### src/rtl/goalpost_pkg.sv
// goalpost_ctrl_core shared definitions:
// register indices, status bit positions, serializer states.
package goalpost_pkg;

  localparam logic [4:0] REG_BMP_DATA = 5'd0;
  localparam logic [4:0] REG_BMP_ADDR = 5'd1;
  localparam logic [4:0] REG_POS      = 5'd2;
  localparam logic [4:0] REG_CTRL     = 5'd3;
  localparam logic [4:0] REG_STATUS   = 5'd4;

  localparam int PIX_PER_WORD = 16;

  localparam int STS_BUSY    = 0;
  localparam int STS_OVF     = 1;
  localparam int STS_PEND    = 2;
  localparam int STS_PTR_LSB = 16;

  typedef enum logic {
    IDLE,
    SHIFT
  } ser_state_t;

endpackage

### src/rtl/goalpost_ctrl_core_if.sv
// MMIO slot bus between the slot decoder
// (master) and goalpost_ctrl_core (slave).
interface goalpost_ctrl_core_if;

  logic        cs;
  logic        write;
  logic        read;
  logic [4:0]  addr;
  logic [31:0] wr_data;
  logic [31:0] rd_data;

  modport master (
    output cs,
    output write,
    output read,
    output addr,
    output wr_data,
    input  rd_data
  );

  modport slave (
    input  cs,
    input  write,
    input  read,
    input  addr,
    input  wr_data,
    output rd_data
  );

endinterface

### src/rtl/goalpost_ctrl_core_bmp_serializer.sv
// Unpacks a 32-bit bitmap word into 16 pixel
// writes on the RAM port, one per cycle.
module bmp_serializer
  import goalpost_pkg::*;
#(
  parameter int ADDR     = 10,
  parameter int PIX_BITS = 2
) (
  input  logic                clk,
  input  logic                rst_n,
  input  logic                i_data_wr,
  input  logic                i_addr_wr,
  input  logic                i_ovf_clr,
  input  logic [31:0]         i_data,
  output logic                o_we,
  output logic [ADDR-1:0]     o_addr_w,
  output logic [PIX_BITS-1:0] o_pix,
  output logic                o_busy,
  output logic                o_ovf,
  output logic [ADDR-1:0]     o_ptr
);

  // Pixel 0 leaves on the accept edge, so
  // SHIFT emits pixels 1..15 (cnt 0..14).
  localparam logic [3:0] LAST =
    4'(PIX_PER_WORD - 2);

  ser_state_t          r_state;
  logic [31:0]         r_word;
  logic [3:0]          r_cnt;
  logic [ADDR-1:0]     r_ptr;
  logic                r_we;
  logic [ADDR-1:0]     r_addr_w;
  logic [PIX_BITS-1:0] r_pix;
  logic                r_ovf;

  // Serializer FSM, pointer and sticky overflow.
  always_ff @(posedge clk or negedge rst_n) begin
    if (!rst_n) begin
      r_state  <= IDLE;
      r_word   <= '0;
      r_cnt    <= '0;
      r_ptr    <= '0;
      r_we     <= 1'b0;
      r_addr_w <= '0;
      r_pix    <= '0;
      r_ovf    <= 1'b0;
    end else begin
      if (i_ovf_clr)
        r_ovf <= 1'b0;
      unique case (r_state)
        IDLE: begin
          r_we <= 1'b0;
          if (i_data_wr) begin
            r_we     <= 1'b1;
            r_addr_w <= r_ptr;
            r_pix    <= i_data[PIX_BITS-1:0];
            r_word   <= i_data >> PIX_BITS;
            r_ptr    <= r_ptr + 1'b1;
            r_cnt    <= '0;
            r_state  <= SHIFT;
          end else if (i_addr_wr) begin
            r_ptr <= i_data[ADDR-1:0];
          end
        end
        SHIFT: begin
          r_we     <= 1'b1;
          r_addr_w <= r_ptr;
          r_pix    <= r_word[PIX_BITS-1:0];
          r_word   <= r_word >> PIX_BITS;
          r_ptr    <= r_ptr + 1'b1;
          r_cnt    <= r_cnt + 1'b1;
          if (r_cnt == LAST)
            r_state <= IDLE;
          if (i_data_wr | i_addr_wr)
            r_ovf <= 1'b1;
        end
        default: r_state <= IDLE;
      endcase
    end
  end

  assign o_we     = r_we;
  assign o_addr_w = r_addr_w;
  assign o_pix    = r_pix;
  assign o_busy   = (r_state == SHIFT);
  assign o_ovf    = r_ovf;
  assign o_ptr    = r_ptr;

endmodule

### src/rtl/goalpost_ctrl_core.sv
// Goalpost register slot: position double
// buffer, enable mux and bitmap loader.
module goalpost_ctrl_core
  import goalpost_pkg::*;
#(
  parameter int          ADDR     = 10,
  parameter int          PIX_BITS = 2,
  parameter int          X_INIT   = 0,
  parameter int          Y_INIT   = 400,
  parameter logic [10:0] OFF_X    = 11'h7FF
) (
  input  logic                clk,
  input  logic                rst_n,
  goalpost_ctrl_core_if.slave bus,
  input  logic                frame_start,
  output logic [10:0]         x0,
  output logic [10:0]         y0,
  output logic                we,
  output logic [ADDR-1:0]     addr_w,
  output logic [PIX_BITS-1:0] pixel_in
);

  logic            w_wr;
  logic            w_data_wr;
  logic            w_addr_wr;
  logic            w_pos_wr;
  logic            w_ctrl_wr;
  logic            w_sts_wr;
  logic            w_busy;
  logic            w_ovf;
  logic [ADDR-1:0] w_ptr;
  logic [10:0]     w_wx;
  logic [10:0]     w_wy;

  logic [10:0] r_sh_x;
  logic [10:0] r_sh_y;
  logic [10:0] r_act_x;
  logic [10:0] r_act_y;
  logic        r_pend;
  logic        r_en;
  logic [10:0] r_x0;

  logic [10:0] w_sh_x_n;
  logic [10:0] w_sh_y_n;
  logic [10:0] w_act_x_n;
  logic [10:0] w_act_y_n;
  logic        w_pend_n;
  logic        w_en_n;

  logic [31:0] w_sts;
  logic [31:0] w_rd;

  assign w_wr = bus.cs & bus.write;
  assign w_data_wr =
    w_wr && (bus.addr == REG_BMP_DATA);
  assign w_addr_wr =
    w_wr && (bus.addr == REG_BMP_ADDR);
  assign w_pos_wr =
    w_wr && (bus.addr == REG_POS);
  assign w_ctrl_wr =
    w_wr && (bus.addr == REG_CTRL);
  assign w_sts_wr =
    w_wr && (bus.addr == REG_STATUS);

  assign w_wx = bus.wr_data[10:0];
  assign w_wy = bus.wr_data[26:16];

  bmp_serializer #(
    .ADDR     (ADDR),
    .PIX_BITS (PIX_BITS)
  ) u_ser (
    .clk       (clk),
    .rst_n     (rst_n),
    .i_data_wr (w_data_wr),
    .i_addr_wr (w_addr_wr),
    .i_ovf_clr (w_sts_wr),
    .i_data    (bus.wr_data),
    .o_we      (we),
    .o_addr_w  (addr_w),
    .o_pix     (pixel_in),
    .o_busy    (w_busy),
    .o_ovf     (w_ovf),
    .o_ptr     (w_ptr)
  );

  // Next shadow/active position, pending and enable.
  always_comb begin
    w_sh_x_n  = r_sh_x;
    w_sh_y_n  = r_sh_y;
    w_act_x_n = r_act_x;
    w_act_y_n = r_act_y;
    w_pend_n  = r_pend;
    w_en_n    = r_en;
    if (w_pos_wr) begin
      w_sh_x_n = w_wx;
      w_sh_y_n = w_wy;
      if (frame_start) begin
        w_act_x_n = w_wx;
        w_act_y_n = w_wy;
        w_pend_n  = 1'b0;
      end else begin
        w_pend_n = 1'b1;
      end
    end else if (frame_start && r_pend) begin
      w_act_x_n = r_sh_x;
      w_act_y_n = r_sh_y;
      w_pend_n  = 1'b0;
    end
    if (w_ctrl_wr)
      w_en_n = bus.wr_data[0];
  end

  // Position registers; x0 is muxed off-screen
  // from the next enable so re-enable is prompt.
  always_ff @(posedge clk or negedge rst_n) begin
    if (!rst_n) begin
      r_sh_x  <= 11'(X_INIT);
      r_sh_y  <= 11'(Y_INIT);
      r_act_x <= 11'(X_INIT);
      r_act_y <= 11'(Y_INIT);
      r_pend  <= 1'b0;
      r_en    <= 1'b1;
      r_x0    <= 11'(X_INIT);
    end else begin
      r_sh_x  <= w_sh_x_n;
      r_sh_y  <= w_sh_y_n;
      r_act_x <= w_act_x_n;
      r_act_y <= w_act_y_n;
      r_pend  <= w_pend_n;
      r_en    <= w_en_n;
      r_x0    <= w_en_n ? w_act_x_n : OFF_X;
    end
  end

  assign x0 = r_x0;
  assign y0 = r_act_y;

  // Read-back mux; reads have no side effects.
  always_comb begin
    w_sts = '0;
    w_sts[STS_BUSY] = w_busy;
    w_sts[STS_OVF]  = w_ovf;
    w_sts[STS_PEND] = r_pend;
    w_sts[STS_PTR_LSB +: ADDR] = w_ptr;
    w_rd = '0;
    if (bus.cs & bus.read) begin
      unique case (bus.addr)
        REG_POS:
          w_rd = {5'd0, r_sh_y, 5'd0, r_sh_x};
        REG_CTRL:   w_rd = {31'd0, r_en};
        REG_STATUS: w_rd = w_sts;
        default:    w_rd = '0;
      endcase
    end
  end

  assign bus.rd_data = w_rd;

endmodule

### src/flat_wrapper.sv
// flat-port wrapper written by rule: the top's interface ports become plain ports
module goalpost_ctrl_core_flat import goalpost_pkg::*;
#(
  parameter int          ADDR     = 10,
  parameter int          PIX_BITS = 2,
  parameter int          X_INIT   = 0,
  parameter int          Y_INIT   = 400,
  parameter logic [10:0] OFF_X    = 11'h7FF
)
  (clk, rst_n, frame_start, x0, y0, we, addr_w, pixel_in, bus_cs, bus_write, bus_read, bus_addr, bus_wr_data, bus_rd_data);
  goalpost_ctrl_core_if bus_i ();
  input  logic clk;
  input  logic rst_n;
  input  logic frame_start;
  output logic [10:0] x0;
  output logic [10:0] y0;
  output logic we;
  output logic [ADDR-1:0] addr_w;
  output logic [PIX_BITS-1:0] pixel_in;
  input wire logic [$bits(bus_i.cs)-1:0] bus_cs;
  input wire logic [$bits(bus_i.write)-1:0] bus_write;
  input wire logic [$bits(bus_i.read)-1:0] bus_read;
  input wire logic [$bits(bus_i.addr)-1:0] bus_addr;
  input wire logic [$bits(bus_i.wr_data)-1:0] bus_wr_data;
  output wire logic [$bits(bus_i.rd_data)-1:0] bus_rd_data;
  assign bus_i.cs = bus_cs;
  assign bus_i.write = bus_write;
  assign bus_i.read = bus_read;
  assign bus_i.addr = bus_addr;
  assign bus_i.wr_data = bus_wr_data;
  assign bus_rd_data = bus_i.rd_data;
  goalpost_ctrl_core #(.ADDR(ADDR), .PIX_BITS(PIX_BITS), .X_INIT(X_INIT), .Y_INIT(Y_INIT), .OFF_X(OFF_X)) u_core (.clk(clk), .rst_n(rst_n), .bus(bus_i), .frame_start(frame_start), .x0(x0), .y0(y0), .we(we), .addr_w(addr_w), .pixel_in(pixel_in));
endmodule
### config.mk
export PLATFORM = sky130hd
export DESIGN_NAME = goalpost_ctrl_core_flat
export DESIGN_NICKNAME = d
export VERILOG_FILES = /design/src/rtl/goalpost_pkg.sv /design/src/rtl/goalpost_ctrl_core_if.sv /design/src/rtl/goalpost_ctrl_core_bmp_serializer.sv /design/src/rtl/goalpost_ctrl_core.sv /design/src/flat_wrapper.sv
export SDC_FILE = /design/constraint.sdc
export NUM_CORES = 1
export LEC_CHECK = 0
export ABC_AREA = 1
export CAP_MARGIN = 10
export CORE_ASPECT_RATIO = 0.7
export CORE_MARGIN = 2
export CORE_UTILIZATION = 25
export DETAILED_ROUTE_END_ITERATION = 16
export GPL_TIMING_DRIVEN = 0
export MAX_ROUTING_LAYER = met4
export PLACE_DENSITY = 0.49
export SLEW_MARGIN = 20
export SYNTH_ARGS = -nofsm -noshare
export SYNTH_HDL_FRONTEND = slang
export SYNTH_SLANG_ARGS = --single-unit
### constraint.sdc
create_clock -name clk -period 1.3 [get_ports clk]
set_clock_uncertainty 0.05 [all_clocks]
set_input_delay 0.13 -clock clk [delete_from_list [all_inputs] [get_ports clk]]
set_output_delay 0.13 -clock clk [all_outputs]
set_load 0.05 [all_outputs]
# --- After elaboration in Yosys (flattened, before gate mapping) ---
# Cells that the tools add are included.
totals:
  ff_bits: 118
  mem_bits_ro: 0
  output_inout_bits: 67
  memories: 0
  ramBits: 0
  input_bits: 43
  latchBits: 0
classes:
  n_mul: 0
  div_mod_pow: 0
  n_addsub: 2
  muxes: 31
  n_lt_le_gt_ge: 0
  shift: 0
  n_reduce_logical: 9
  bitwise: 4
  eq_ne: 8
op_table:
  columns: ["op", "count"]
  rows:
  - ["$pmux W27 S3", 1]
  - ["$mux W11", 7]
  - ["$mux W32", 2]
  - ["$pmux W32 S2", 1]
  - ["$pmux W10 S2", 2]
  - ["$mux W10", 3]
  - ["$add A10 B1 Y10 const B", 1]
  - ["$eq A5 B2 Y1 const B", 2]
  - ["$mux W1", 9]
  - ["$pmux W4 S2", 1]
  - ["$logic_and A1 B1 Y1", 6]
  - ["$eq A5 B1 Y1 const B", 1]
  - ["$eq A5 B3 Y1 const B", 1]
  - ["$logic_not A5 Y1", 1]
  - ["$add A4 B1 Y4 const B", 1]
  - ["$eq A4 B4 Y1 const B", 1]
  - ["$mux W4", 1]
  - ["$ne A2 B2 Y1 const B", 2]
  - ["$pmux W1 S2", 2]
  - ["$pmux W2 S2", 1]
  - ["$ne A3 B3 Y1 const B", 1]
  - ["$and A1 B1 Y1", 2]
  - ["$mux W2", 1]
  - ["$reduce_and A2 Y1", 1]
  - ["3 further kinds", 3]

# --- Depth between registers and ports, before layout ---
depth:
  depth_word: 5
  mapped_depth: 10

# --- Modules after synthesis ---
# Synthesis repeated with hierarchy kept, for this count alone.
hier_totals:
  cells_unflattened: 655
  hier_area_um2: 5730.5
by_module_without_submodules:
  columns: ["module", "cells_each", "area_per_inst_um2", "n_inst", "seq_area_each_um2"]
  rows:
  - ["goalpost_ctrl_core", 351, 2957.8, 1, 1435.1]
  - ["bmp_serializer", 304, 2772.7, 1, 1476.4]

# --- Least setup slack after synthesis ---
# No wires, ideal clock.
synth_path:
  path_kind: "input to output"
  start: "input bus_addr[1]"
  end: "output bus_rd_data[10]"
  path_buffers: 1
  t_arrival_ns: 1.613
  stages: 5
  path_slack_ns: -0.493
  path_cell_list: "inv_1 nor2_4 nand3_2 buf_2 nor3_1"
synth_via:
  elab_chain_cells: 3
  word_cells_on_any_way: 5
synth_lines:
  columns: ["element", "line", "source"]
  rows:
  - ["from (decl)", "flat_wrapper.sv:23", "input wire logic [$bits(bus_i.addr)-1:0] bus_addr;"]
  - ["$eq A5 B3 Y1 or $eq A5 B2 Y1 (tied branches)", "goalpost_ctrl_core.sv:147", "unique case (bus.addr)"]
  - ["$pmux W27 S3 (*)", "goalpost_ctrl_core.sv:147", null]
  - ["$mux W32 (*)", "goalpost_ctrl_core.sv:146", "if (bus.cs & bus.read) begin"]
  - ["to (decl)", "flat_wrapper.sv:25", "output wire logic [$bits(bus_i.rd_data)-1:0] bus_rd_data;"]
# Every way passes the cells marked *; elsewhere a longest branch is shown, timed or not.

# --- Worst setup path after layout ---
layout_path:
  start: "register u_core.u_ser.r_state (netlist: u_core.u_ser.o_busy)"
  end: "output bus_rd_data[0]"
layout_via:
  elab_chain_cells: 2
layout_lines:
  columns: ["element", "line", "source"]
  rows:
  - ["from (decl)", "goalpost_ctrl_core_bmp_serializer.sv:28", "ser_state_t r_state;"]
  - ["from (signal assigned)", "goalpost_ctrl_core_bmp_serializer.sv:40", "r_state <= IDLE;"]
  - ["from (signal assigned)", "goalpost_ctrl_core_bmp_serializer.sv:61", "r_state <= SHIFT;"]
  - ["from (signal assigned)", "goalpost_ctrl_core_bmp_serializer.sv:74", "r_state <= IDLE;"]
  - ["$pmux W27 S3", "goalpost_ctrl_core.sv:147", null]
  - ["$mux W32", "goalpost_ctrl_core.sv:146", null]
# No other way between the ends.

==> flow_metrics.env <==
export IMPL_status="finished with violations"
export IMPL_violations="setup timing"
export IMPL_cts_buffers=17
export IMPL_layout_commonest_cell="nand2_1"
export IMPL_syn_to_final_growth_pct=74.0
export IMPL_track_usage_pct=18.7
export IMPL_clkSlewWorstSetupHoldPaths_ns=0.06
export IMPL_rsz0062_at_grt="true"
export IMPL_yosys_warnings=0
export IMPL_clockPowerShare_pct=26.7
export IMPL_synth_area_leaders="dfrtp_1 47%, nand2_1 14%, nand3_1 5.7%, o21ai_0 5.1%, nor2_1 3.9%"
export IMPL_viasPerCell=4.59
export IMPL_die_w_microns=186
export IMPL_pwr_share_comb_pct=44.1
export IMPL_critPathLaunchType="flop"
export IMPL_wl_per_cell_microns=17.5
export IMPL_p_switching_mw=6.91
export IMPL_drt_iter0_drc=411
export IMPL_core_region_area_sq_um=22700
export IMPL_cts_tree="done"
export IMPL_fin_nets=997
export IMPL_synth_edf_count=0
export IMPL_cap_viol_max_count=0
export IMPL_arrival_ns=1.51
export IMPL_peakVddDrop_mv=1.15
export IMPL_setup_viol=81
export IMPL_finalCritPeriodShare_pct=130
export IMPL_syn_inst=742
export IMPL_initial_core_util_pct=25.6
export IMPL_internal_power_mw=11.8
export IMPL_final_cell_mix="191 x nand2_1, 101 x dfrtp_1, 61 x buf_4"
export IMPL_synthArstFlopShare_pct=100
export IMPL_htree_levels=4
export IMPL_die_area_sq_um=24500
export IMPL_synth_top_cell_area_share_pct=46.9
export IMPL_slew_viol_final=0
export IMPL_finalHoldViolCount=0
export IMPL_synth_ff_type="dfrtp_1"
export IMPL_critPathRequiredTime_ns=1.12
export IMPL_drc=0
export IMPL_ys_types=32
export IMPL_whs_ns=0.142
export IMPL_row_count=46
export IMPL_slew_headroom_pct=65.5
export IMPL_fin_area_sq_um=10100
export IMPL_p_leak_nw=4.58
export IMPL_globalplace_congestion=0.845
export IMPL_antenna_found_initial=0
export IMPL_wl_microns=22300
export IMPL_postRouteAntennaNets=0
export IMPL_io_buffers=98
export IMPL_switching_share_pct=36.9
export IMPL_crit_type="flop to output port"
export IMPL_path_max_fanout=4
export IMPL_layout_setup_ws_ns=-0.393
export IMPL_gr_total_overflow=0
export IMPL_synth_largest_area_cell="dfrtp_1"
export IMPL_vias=5857
export IMPL_dr_pass1_iters=5
export IMPL_first_global_vias=5549
export IMPL_grt_pass1_wl_microns=33400
export IMPL_critPathCaptureType="output port"
export IMPL_crit_start="u_core.u_ser.o_busy"
export IMPL_placed_area_sq_um=7440
export IMPL_io_pins=110
export IMPL_r2r_start="u_core.u_ser.o_busy"
export IMPL_ys_seq_area_share_pct=50.1
export IMPL_synth_avg_cell_area_sq_um=7.84
export IMPL_clockRootBuffer="clkbuf_16"
export IMPL_clockBufferDepth=2
export IMPL_regToRegSetupSlack_ns=-0.26
export IMPL_dieHeight_microns=132
export IMPL_clk_latency_ns=0.42
export IMPL_num_antenna_cells=0
export IMPL_grt_max_degree=72
export IMPL_worst_slew_pin_transition_ns=0.517
export IMPL_hold_start="bus_addr[3]"
export IMPL_power_density_nw_per_um2=1850
export IMPL_max_freq_ghz=0.591
export IMPL_yosys_register_bits=116
export IMPL_dpl_hpwl_microns=13900
export IMPL_mappedNetlistArea_sq_um=5820
export IMPL_hp_class="primary input to flop"
export IMPL_cts_sinks=116
export IMPL_seqPwrFrac_pct=29.3
export IMPL_drive_gt1_share_pct=44.2
export IMPL_fin_crit_ns=1.69
[state kept, by name, indices dropped and copies added (netlist names)]
register               cells
u_core.u_ser.o_addr_w     10
u_core.r_en                1
u_core.r_sh_x             11
u_core.u_ser.o_pix         2
u_core.r_sh_y             11
u_core.u_ser.o_ptr        10
u_core.y0                 11
u_core.u_ser.o_busy        1
u_core.u_ser.o_ovf         1
u_core.u_ser.o_we          1
u_core.r_act_x            11
u_core.x0                 11
u_core.r_pend              1
u_core.u_ser.r_word       30
u_core.u_ser.r_cnt         4
[final cells by class]
cell class	count	area [sq um]
clock inverters	10	156
fillers	2173	12600
plain buffers	54	662
well taps	312	390
clock buffers	22	464
inverters	59	240
repair buffers	185	2000
flip-flops and latches	116	2920
multi-input cells	518	3280
[logic make-up after synthesis]
| logic type | share of synthesized area, % |
|---|---|
| xor+xnor | 0.753 |
| mux | 0.344 |
| compound gates | 11.2 |
| fa+ha+maj | 0.646 |
| simple gates | 27.4 |
| other cells | 0.0645 |
| buf+inv | 9.47 |
| flops | 50.1 |
[synthesized netlist by cell type (2+ instances only)]
master,number
nand2_1,221
dfrtp_1,109
nand3_1,66
nor2_1,61
o21ai_0,59
inv_1,54
a21oi_1,31
o21a_1,21
buf_2,20
clkbuf_1,18
buf_4,14
nand4_1,12
nor3_1,11
dfstp_2,7
inv_2,5
buf_6,3
ha_1,3
nor2_4,3
o21ai_1,3
xor2_1,3
and2_1,2
buf_1,2
mux2i_1,2
nand2_2,2
o21bai_1,2
xnor2_1,2
[worst max-delay path, cell delays in order, from the launching register on]
cell and delay (ns):
dfrtp_2 0.42, buf_8 0.13, nand4_1 0.12, nand3_2 0.10, nand2_2 0.09, clkinvlp_4 0.08
buf_6 0.15
[routing by layer]
metal / part of all wire (%) / wire length, microns / track usage [%] / up-vias
li1: - / - / - / 2804
met1: 50 / 11200 / 27.9 / 2861
met2: 43 / 9620 / 25.5 / 164
met3: 4.7 / 1040 / 3.69 / 28
met4: 2.2 / 484 / 4.72 / 0
met5: 0 / 0 / - / -
[worst paths after layout]
| kind | depth (start not counted) | to |
|---|---|---|
| worst max-delay path | 6 | bus_rd_data[0] |
| worst min-delay path | 5 | u_core.u_ser.o_ovf |
| worst max register to register | 7 | u_core.u_ser.r_word[11] |
| worst min register to register | 1 | u_core.u_ser.r_word[16] |
| max in group asynchronous | 3 | u_core.u_ser.o_busy |
| min in group asynchronous | 2 | u_core.x0[10] |
[through the flow]
step                      power, mW  worst slack [ns]  setup TNS (ns)  instances  utilization (%)
after global routing           19.6            -0.455          -16.01       1276             44.5
after CTS                      17.7            -0.385          -11.90       1254             41.6
after floorplan                8.67            -0.124          -0.618        751                -
after global placement         10.3             -4.98         -650.66       1161             32.6
after detailed placement       10.4             -1.47          -86.00       1162             32.7
final                          18.7            -0.393          -12.32       1276             44.5
[power groups by stage]
stage / registers, mW / clock network, mW / logic [mW]
after detailed placement: 5.43 / 0 / 4.93
after floorplan: 6.10 / 0 / 2.57
after CTS: 5.36 / 5.07 / 7.23
final: 5.47 / 4.99 / 8.24
after global routing: 5.61 / 5.23 / 8.81
after global placement: 5.43 / 0 / 4.89
[what timing repair did]
| item | CTS | global route |
|---|---|---|
| setup endpoints to repair | 151 | 121 |
| hold buffers | 1 | 0 |
| gates resized for setup | 589 | 155 |
| pin swaps | 54 | 30 |
| setup buffers | 47 | 19 |
| gates cloned | 16 | 7 |
| hold endpoints to repair | 66 | 0 |
No activity file was read; power rests on OpenSTA's default activity.
